File: config.mk
export PLATFORM = sky130hd
export DESIGN_NAME = ctrl_pipe
export DESIGN_NICKNAME = d
export VERILOG_FILES = /design/src/rtl/ctrl_pkg.sv /design/src/rtl/ctrl_stage_reg.sv /design/src/rtl/ctrl_pipe.sv
export SDC_FILE = /design/constraint.sdc
export NUM_CORES = 1
export LEC_CHECK = 0
export BUFFER_PORTS_ARGS = -buffer_cell sky130_fd_sc_hd__buf_2
export CAP_MARGIN = 20
export CORE_MARGIN = 3
export CORE_UTILIZATION = 55
export DETAILED_ROUTE_END_ITERATION = 10
export PLACE_DENSITY_LB_ADDON = 0.08
export RECOVER_POWER = 100
export SETUP_SLACK_MARGIN = 0.02
export SLEW_MARGIN = 20
export SYNTH_ARGS = -nofsm -noshare
export SYNTH_HDL_FRONTEND = slang
export SYNTH_SLANG_ARGS = --single-unit
File: constraint.sdc
create_clock -name clk -period 6.14 [get_ports clk]
set_input_delay 0.614 -clock clk [delete_from_list [all_inputs] [get_ports clk]]
set_output_delay 0.614 -clock clk [all_outputs]
set_load 0.02 [all_outputs]
File: src/rtl/ctrl_pkg.sv
// Shared types and constants for the decoder-to-pipeline control interface.
// ctrl_t matches the 9-bit bundle driven by the main decoder, MSB first.
package ctrl_pkg;

  // The LSB of the bundle is reserved by the decoder and is only carried as far as EX.
  typedef struct packed {
    logic       alu_src;
    logic       memtoreg;
    logic       regwrite;
    logic       memread;
    logic       memwrite;
    logic [1:0] alu_op;
    logic       branch;
    logic       rsvd;
  } ctrl_t;

  localparam logic [6:0] R_TYPE = 7'b0110011;
  localparam logic [6:0] LOAD   = 7'b0000011;
  localparam logic [6:0] STORE  = 7'b0100011;
  localparam logic [6:0] BR     = 7'b1100011;
  localparam logic [6:0] I_TYPE = 7'b0010011;
  localparam logic [6:0] LUI    = 7'b0110111;
  localparam logic [6:0] JAL    = 7'b1101111;
  localparam logic [6:0] JALR   = 7'b1100111;

  localparam logic [1:0] ALUOP_LDST = 2'b00;
  localparam logic [1:0] ALUOP_BR   = 2'b01;
  localparam logic [1:0] ALUOP_RI   = 2'b10;
  localparam logic [1:0] ALUOP_LUI  = 2'b11;

  localparam ctrl_t CTRL_BUBBLE = '0;

endpackage

File: src/rtl/ctrl_stage_reg.sv
// Generic pipeline stage register: async active-low reset, hold when en=0,
// and a synchronous clear that loads an all-zero bubble.
module ctrl_stage_reg #(
  parameter type T = logic
) (
  input  logic clk,
  input  logic rst_n,
  input  logic en,
  input  logic clr,
  input  T     d,
  output T     q
);

  always_ff @(posedge clk or negedge rst_n) begin
    if (!rst_n)  q <= '0;
    else if (en) q <= clr ? '0 : d;
  end

endmodule

File: src/rtl/ctrl_pipe.sv
// Carries decoder control bundles through ID/EX, EX/MEM and MEM/WB, with load-use
// stalls, branch flushes and a saturating count of inserted bubbles.
module ctrl_pipe
  import ctrl_pkg::*;
#(
  parameter int REG_W = 5,
  parameter int CNT_W = 16
) (
  input  logic             clk,
  input  logic             rst_n,
  input  logic             en_i,
  input  logic             flush_i,
  input  logic             id_valid_i,
  input  ctrl_t            id_ctrl_i,
  input  logic [REG_W-1:0] id_rs1_i,
  input  logic [REG_W-1:0] id_rs2_i,
  input  logic [REG_W-1:0] id_rd_i,
  output logic             stall_o,
  output ctrl_t            ex_ctrl_o,
  output logic [REG_W-1:0] ex_rd_o,
  output logic             ex_valid_o,
  output logic [4:0]       mem_ctrl_o,
  output logic [REG_W-1:0] mem_rd_o,
  output logic             mem_valid_o,
  output logic             wb_memtoreg_o,
  output logic             wb_regwrite_o,
  output logic [REG_W-1:0] wb_rd_o,
  output logic [CNT_W-1:0] bubble_cnt_o
);

  typedef struct packed {
    ctrl_t            ctrl;
    logic [REG_W-1:0] rd;
    logic             valid;
  } ex_t;

  typedef struct packed {
    logic             memtoreg;
    logic             regwrite;
    logic             memread;
    logic             memwrite;
    logic             branch;
    logic [REG_W-1:0] rd;
    logic             valid;
  } mem_t;

  typedef struct packed {
    logic             memtoreg;
    logic             regwrite;
    logic [REG_W-1:0] rd;
    logic             valid;
  } wb_t;

  ex_t  ex_d, ex_q;
  mem_t mem_d, mem_q;
  wb_t  wb_d, wb_q;

  logic [1:0]       cnt_inc;
  logic [CNT_W:0]   cnt_sum;
  logic [CNT_W-1:0] cnt_q;

  // A freshly reset EX is a bubble, so stall_o is low throughout reset.
  assign stall_o = en_i & ~flush_i & id_valid_i & ex_q.valid & ex_q.ctrl.memread
                 & (ex_q.rd != '0) & ((ex_q.rd == id_rs1_i) | (ex_q.rd == id_rs2_i));

  always_comb begin
    ex_d = '0;
    if (id_valid_i) begin
      ex_d.ctrl  = id_ctrl_i;
      ex_d.rd    = id_rd_i;
      ex_d.valid = 1'b1;
    end
  end

  always_comb begin
    mem_d          = '0;
    mem_d.memtoreg = ex_q.ctrl.memtoreg;
    mem_d.regwrite = ex_q.ctrl.regwrite;
    mem_d.memread  = ex_q.ctrl.memread;
    mem_d.memwrite = ex_q.ctrl.memwrite;
    mem_d.branch   = ex_q.ctrl.branch;
    mem_d.rd       = ex_q.rd;
    mem_d.valid    = ex_q.valid;
  end

  always_comb begin
    wb_d          = '0;
    wb_d.memtoreg = mem_q.memtoreg;
    wb_d.regwrite = mem_q.regwrite;
    wb_d.rd       = mem_q.rd;
    wb_d.valid    = mem_q.valid;
  end

  ctrl_stage_reg #(.T(ex_t)) u_ex_reg (
    .clk(clk), .rst_n(rst_n), .en(en_i), .clr(flush_i | stall_o), .d(ex_d), .q(ex_q)
  );

  ctrl_stage_reg #(.T(mem_t)) u_mem_reg (
    .clk(clk), .rst_n(rst_n), .en(en_i), .clr(flush_i), .d(mem_d), .q(mem_q)
  );

  ctrl_stage_reg #(.T(wb_t)) u_wb_reg (
    .clk(clk), .rst_n(rst_n), .en(en_i), .clr(1'b0), .d(wb_d), .q(wb_q)
  );

  // A flush kills two slots, a stall one; the extra carry bit catches saturation.
  always_comb begin
    cnt_inc = 2'd0;
    if (flush_i)      cnt_inc = 2'd2;
    else if (stall_o) cnt_inc = 2'd1;
    cnt_sum = {1'b0, cnt_q} + (CNT_W+1)'(cnt_inc);
  end

  always_ff @(posedge clk or negedge rst_n) begin
    if (!rst_n)    cnt_q <= '0;
    else if (en_i) cnt_q <= cnt_sum[CNT_W] ? '1 : cnt_sum[CNT_W-1:0];
  end

  assign ex_ctrl_o     = ex_q.valid ? ex_q.ctrl : CTRL_BUBBLE;
  assign ex_rd_o       = ex_q.rd;
  assign ex_valid_o    = ex_q.valid;
  assign mem_ctrl_o    = mem_q.valid ? {mem_q.memtoreg, mem_q.regwrite, mem_q.memread,
                                        mem_q.memwrite, mem_q.branch} : 5'b0;
  assign mem_rd_o      = mem_q.rd;
  assign mem_valid_o   = mem_q.valid;
  assign wb_memtoreg_o = wb_q.valid & wb_q.memtoreg;
  assign wb_regwrite_o = wb_q.valid & wb_q.regwrite & (wb_q.rd != '0);
  assign wb_rd_o       = wb_q.rd;
  assign bubble_cnt_o  = cnt_q;

endmodule

* After elaboration in Yosys (flattened, before gate mapping)
Cells that the tools add are included. Widths: inputs -> output; s select.
Storage, ports and cells: register bits 50, output and inout port bits 50, logic and storage cells 47
Cells by class: add/subtract/negate cells 1, eq/ne operators 2, mux-type cells 8, bitwise operators 12, reduce and logical (&&, ||, !) cells 2
Operators by type and width (count):
- $mux 15 | 2
- $add 16x2->17 | 1
- $mux 16 | 1
- $mux 11 | 1
- $eq 5x5->1 | 2
- $reduce_bool 5->1 | 2
- $and 1x1->1 | 9
- $mux 9 | 1
- $mux 5 | 1
- $mux 2 | 1
- $or 1x1->1 | 2
- $mux 1 | 1
- $not 1->1 | 1

* Depth between registers and ports, before layout
depth in word-level cells 11, depth in mapped cells 13

* Modules after synthesis
Synthesis repeated with hierarchy kept, for this count alone.
Second synthesis, totals: cells, all modules 284, area total of the unflattened synthesis 2742.6 um^2
By module, submodules not included:
- ctrl_pipe | times used 1, cells each 140, area an instance 1234.9 um^2, seq. area each 400.4 um^2
- ctrl_stage_reg (u_ex_reg) | times used 1, cells each 64, area an instance 650.6 um^2, seq. area each 375.4 um^2
- ctrl_stage_reg (u_mem_reg) | times used 1, cells each 47, area an instance 515.5 um^2, seq. area each 275.3 um^2
- ctrl_stage_reg (u_wb_reg) | times used 1, cells each 33, area an instance 341.6 um^2, seq. area each 200.2 um^2

* Worst setup path after synthesis
Ideal clock, no wire load.
path type input to register, from input port en_i, to register cnt_q[14], in the netlist bubble_cnt_o[14], library setup time 0.128 ns, arrival time 2.950 ns, data required time 6.012 ns, path slack 3.063 ns, stages 11, path buffers 2, path through buf_2 buf_1 nand3_1 nor3b_1 ha_1 inv_1 fa_1 and4b_1 and2_1 nand4_1 mux2_1
On the way: longest elaborated chain between the ends 10
Ends and longest elaborated chain:
- start, declared | line ctrl_pipe.sv:11 | input logic en_i,
- $and 1x1->1 (4 in a row) | line ctrl_pipe.sv:63 | assign stall_o = en_i & ~flush_i & id_valid_i & ex_q.valid & ex_q.ctrl.memread
- $and 1x1->1 (2 in a row) | line ctrl_pipe.sv:64 | & (ex_q.rd != '0) & ((ex_q.rd == id_rs1_i) | (ex_q.rd == id_rs2_i));
- $mux 1 | line ctrl_pipe.sv:110 | else if (stall_o) cnt_inc = 2'd1;
- $mux 2 | line ctrl_pipe.sv:109 | if (flush_i) cnt_inc = 2'd2;
- $add 16x2->17 | line ctrl_pipe.sv:111 | cnt_sum = {1'b0, cnt_q} + (CNT_W+1)'(cnt_inc);
- $mux 16 | line ctrl_pipe.sv:116 | else if (en_i) cnt_q <= cnt_sum[CNT_W] ? '1 : cnt_sum[CNT_W-1:0];
- end signal, assigned | line ctrl_pipe.sv:116
- end, declared | line ctrl_pipe.sv:60 | logic [CNT_W-1:0] cnt_q;
Several ways; a longest one is shown, not always the timed one. A chain may end at the register's enable or synchronous reset.

* Worst setup path in the final report
from input port en_i, to register cnt_q[4], in the netlist bubble_cnt_o[4]
The elaborated chain is that of the path after synthesis.

==> impl_metrics.env <==
export IMPL_crit_path_cell_trace="clkbuf_1 > nand3_1 > nor3b_1 > ha_1 > inv_1 > fa_1 > and4b_1 > and2_0 > nand4_1 > o21ai_0"
export IMPL_place_congestion=0.910
export IMPL_drcViolationCount=0
export IMPL_grt_overflow=0
export IMPL_async_flop_share=1.00
export IMPL_die_w_um=75.4
export IMPL_min_period_ns=3.81
export IMPL_max_freq_mhz=262
export IMPL_postRouteAntennaNets=0
export IMPL_seqPwrFrac=0.502
export IMPL_synth_ff_type="dfrtp_1"
export IMPL_pwr_share_comb=0.221
export IMPL_avgRoutedWirePerCell_um=15.5
export IMPL_critPathBufInv=2
export IMPL_relSlewSlack=-0.739
export IMPL_clock_sinks=50
export IMPL_antenna_found_initial=0
export IMPL_tightest_slew_ns=2.61
export IMPL_power_per_cell_area_nw_per_um2=280
export IMPL_die_y_um=75.4
export IMPL_power_total_uw=828
export IMPL_slew_viol_final=51
export IMPL_rsz0062_at_grt="false"
export IMPL_worstSetupEndpointType="flop"
export IMPL_drv_cap=1
export IMPL_fin_nets=343
export IMPL_violations="max-capacitance violations, max-slew violations"
export IMPL_regArea_um2=1250
export IMPL_via_per_inst=5.71
export IMPL_grt_pass1_wl_mm=9.24
export IMPL_ys_seq_elements=50
export IMPL_r2r_slack_ns=2.38
export IMPL_rows=24
export IMPL_whs_ns=0.499
export IMPL_p_leak_uw=0.00135
export IMPL_critPathSlowestCell="clkbuf_1"
export IMPL_fin_area_um2=2960
export IMPL_numPortBuffers=78
export IMPL_skew_ns=0.00279
export IMPL_track_usage=0.211
export IMPL_hold_buffers=0
export IMPL_p_sw_frac=0.327
export IMPL_p_sw_uw=271
export IMPL_hold_path_class="flop to flop"
export IMPL_start_kind="input pin"
export IMPL_slowest_delay_ns=0.85
export IMPL_stdcell_count=364
export IMPL_first_pass_iters=4
export IMPL_dp_cells=356
export IMPL_cp_top_family="simple AND/OR/NAND/NOR gates"
export IMPL_nFillCells=419
export IMPL_layout_common_cells="dfrtp_1, clkbuf_1, buf_2"
export IMPL_synth_edff_count=0
export IMPL_clk_insertion_delay_late_ns=0.30
export IMPL_yosysWarnings=0
export IMPL_cp_max_fo=28
export IMPL_cts_resized=0
export IMPL_multi_input_area_um2=1190
export IMPL_syn_avg_cell_area_um2=10.4
export IMPL_routed_wl_mm=5.62
export IMPL_cts_buffers=5
export IMPL_clockRootBuffer="clkbuf_8"
export IMPL_cts_max_path_buffers=2
export IMPL_initial_utilization=0.588
export IMPL_num_antenna_cells=0
export IMPL_setup_viol=0
export IMPL_htree_levels=2
export IMPL_dieArea_um2=5680
export IMPL_drtIter0Drc=133
export IMPL_netlist_area_um2=2650
export IMPL_p_clk_frac=0.277
export IMPL_worstPathArrival_ns=4.03
export IMPL_place_area_um2=2920
export IMPL_synth_cell_type_count=43
export IMPL_post_cts_buffers=0
export IMPL_hold_viol=0
export IMPL_vdd_drop_max_uv=139
export IMPL_post_route_cells_drive_above_1_share=0.192
export IMPL_critPathKind="input pin to flop"
export IMPL_ys_seq_area_frac=0.472
export IMPL_status="finished with violations"
export IMPL_clk_pin_slew_ns=0.09
export IMPL_cp_required_ns=6.36
export IMPL_grt_pass1_vias=1958
export IMPL_netlist_instances=254
export IMPL_internal_power_uw=558
export IMPL_layout_commonest_cell="dfrtp_1"
export IMPL_vias=2080
export IMPL_io_pins=79
export IMPL_grt_start_max_net_pins=51
export IMPL_synthToLayoutAreaGrowth_pct=11.8
export IMPL_cts_tree="built"
export IMPL_mappedNetlistNets=286
export IMPL_dp_hpwl_mm=4.00
export IMPL_finalCritPeriodShare=0.621
export IMPL_fin_tns_setup_ns=0
export IMPL_core_um2=4500
## kinds of logic (layout without fill, tap and decap cells)
kind of cell	count (synthesis)	after routing	share of synthesized area
AOI/OAI and AO/OA	53	53	0.157
muxes	11	11	0.0463
DFF	50	50	0.472
adders and majority gates	3	3	0.0170
buffers and inverters	32	90	0.0737
xor gates and xnor gates	18	18	0.0595
and+or+nand+nor	87	87	0.174
## path summary, 6_finish.rpt
| check | endpoint | from | cells past startpoint |
|---|---|---|---|
| setup / recovery | bubble_cnt_o[4]$_DFFE_PN0P_ | en_i | 10 |
| hold / removal | u_ex_reg.q[9]$_DFFE_PN0P_ | u_ex_reg.q[9]$_DFFE_PN0P_ | 2 |
| setup reg to reg | bubble_cnt_o[4]$_DFFE_PN0P_ | u_ex_reg.q[5]$_DFFE_PN0P_ | 11 |
| hold reg to reg | u_ex_reg.q[9]$_DFFE_PN0P_ | u_ex_reg.q[9]$_DFFE_PN0P_ | 2 |
| max in group asynchronous | bubble_cnt_o[10]$_DFFE_PN0P_ | rst_n | 1 |
| min in group asynchronous | u_wb_reg.q[0]$_DFFE_PN0P_ | rst_n | 1 |
## worst min-delay path, cell delays in order, from the launching register on
cell and delay (ns):
dfrtp_1 0.35, a32oi_1 0.05, o21ai_0 0.06
## flip-flops by register name (all words and copies together), names as in the netlist
| signal | flops |
|---|---|
| u_wb_reg.q | 8 |
| u_mem_reg.q | 11 |
| u_ex_reg.q | 15 |
| bubble_cnt_o | 16 |
## per-stage QoR
step | utilization | setup WS (ns)
5_1_grt | 0.658 | 2.00
4_1_cts | 0.674 | 2.29
6_report | 0.658 | 2.33
3_5_place_dp | 0.649 | 2.08
2_1_floorplan | - | 3.06
3_3_place_gp | 0.649 | 2.23
## power by group through the flow
stage | clock network (uW) | logic (uW) | registers (uW)
after floorplan | 0 | 126 | 430
after global placement | 0 | 192 | 420
after detailed placement | 0 | 196 | 421
after CTS | 233 | 196 | 415
after global routing | 247 | 205 | 424
final | 229 | 183 | 416
## per-layer routing
| metal | global-route usage | share of wire | vias to the layer above |
|---|---|---|---|
| met5 | 0 | 0 | - |
| met4 | 0.0466 | 0.0078 | 0 |
| met3 | 0.0646 | 0.073 | 6 |
| met2 | 0.325 | 0.45 | 70 |
| met1 | 0.294 | 0.46 | 999 |
| li1 | - | - | 1005 |
## cell type report
class                   instances  area share
flip-flops and latches         50       0.422
multi-input cells             172       0.401
repair buffers                 78       0.112
clock buffers                   6      0.0245
well taps                      52      0.0220
clock inverters                 2      0.0127
inverters                       4     0.00507
## Yosys cell counts (all sizes together) (6+ instances only)
master,count,area share
a31o,6,0.020
a32oi,14,0.046
and2,16,0.038
buf,27,0.067
dfrtp,50,0.47
mux2,10,0.043
nand2,30,0.043
nand3,9,0.017
nor2b,6,0.014
o21ai,20,0.052
xnor2,15,0.050
Note: power is estimated with default switching activity, not from simulation.
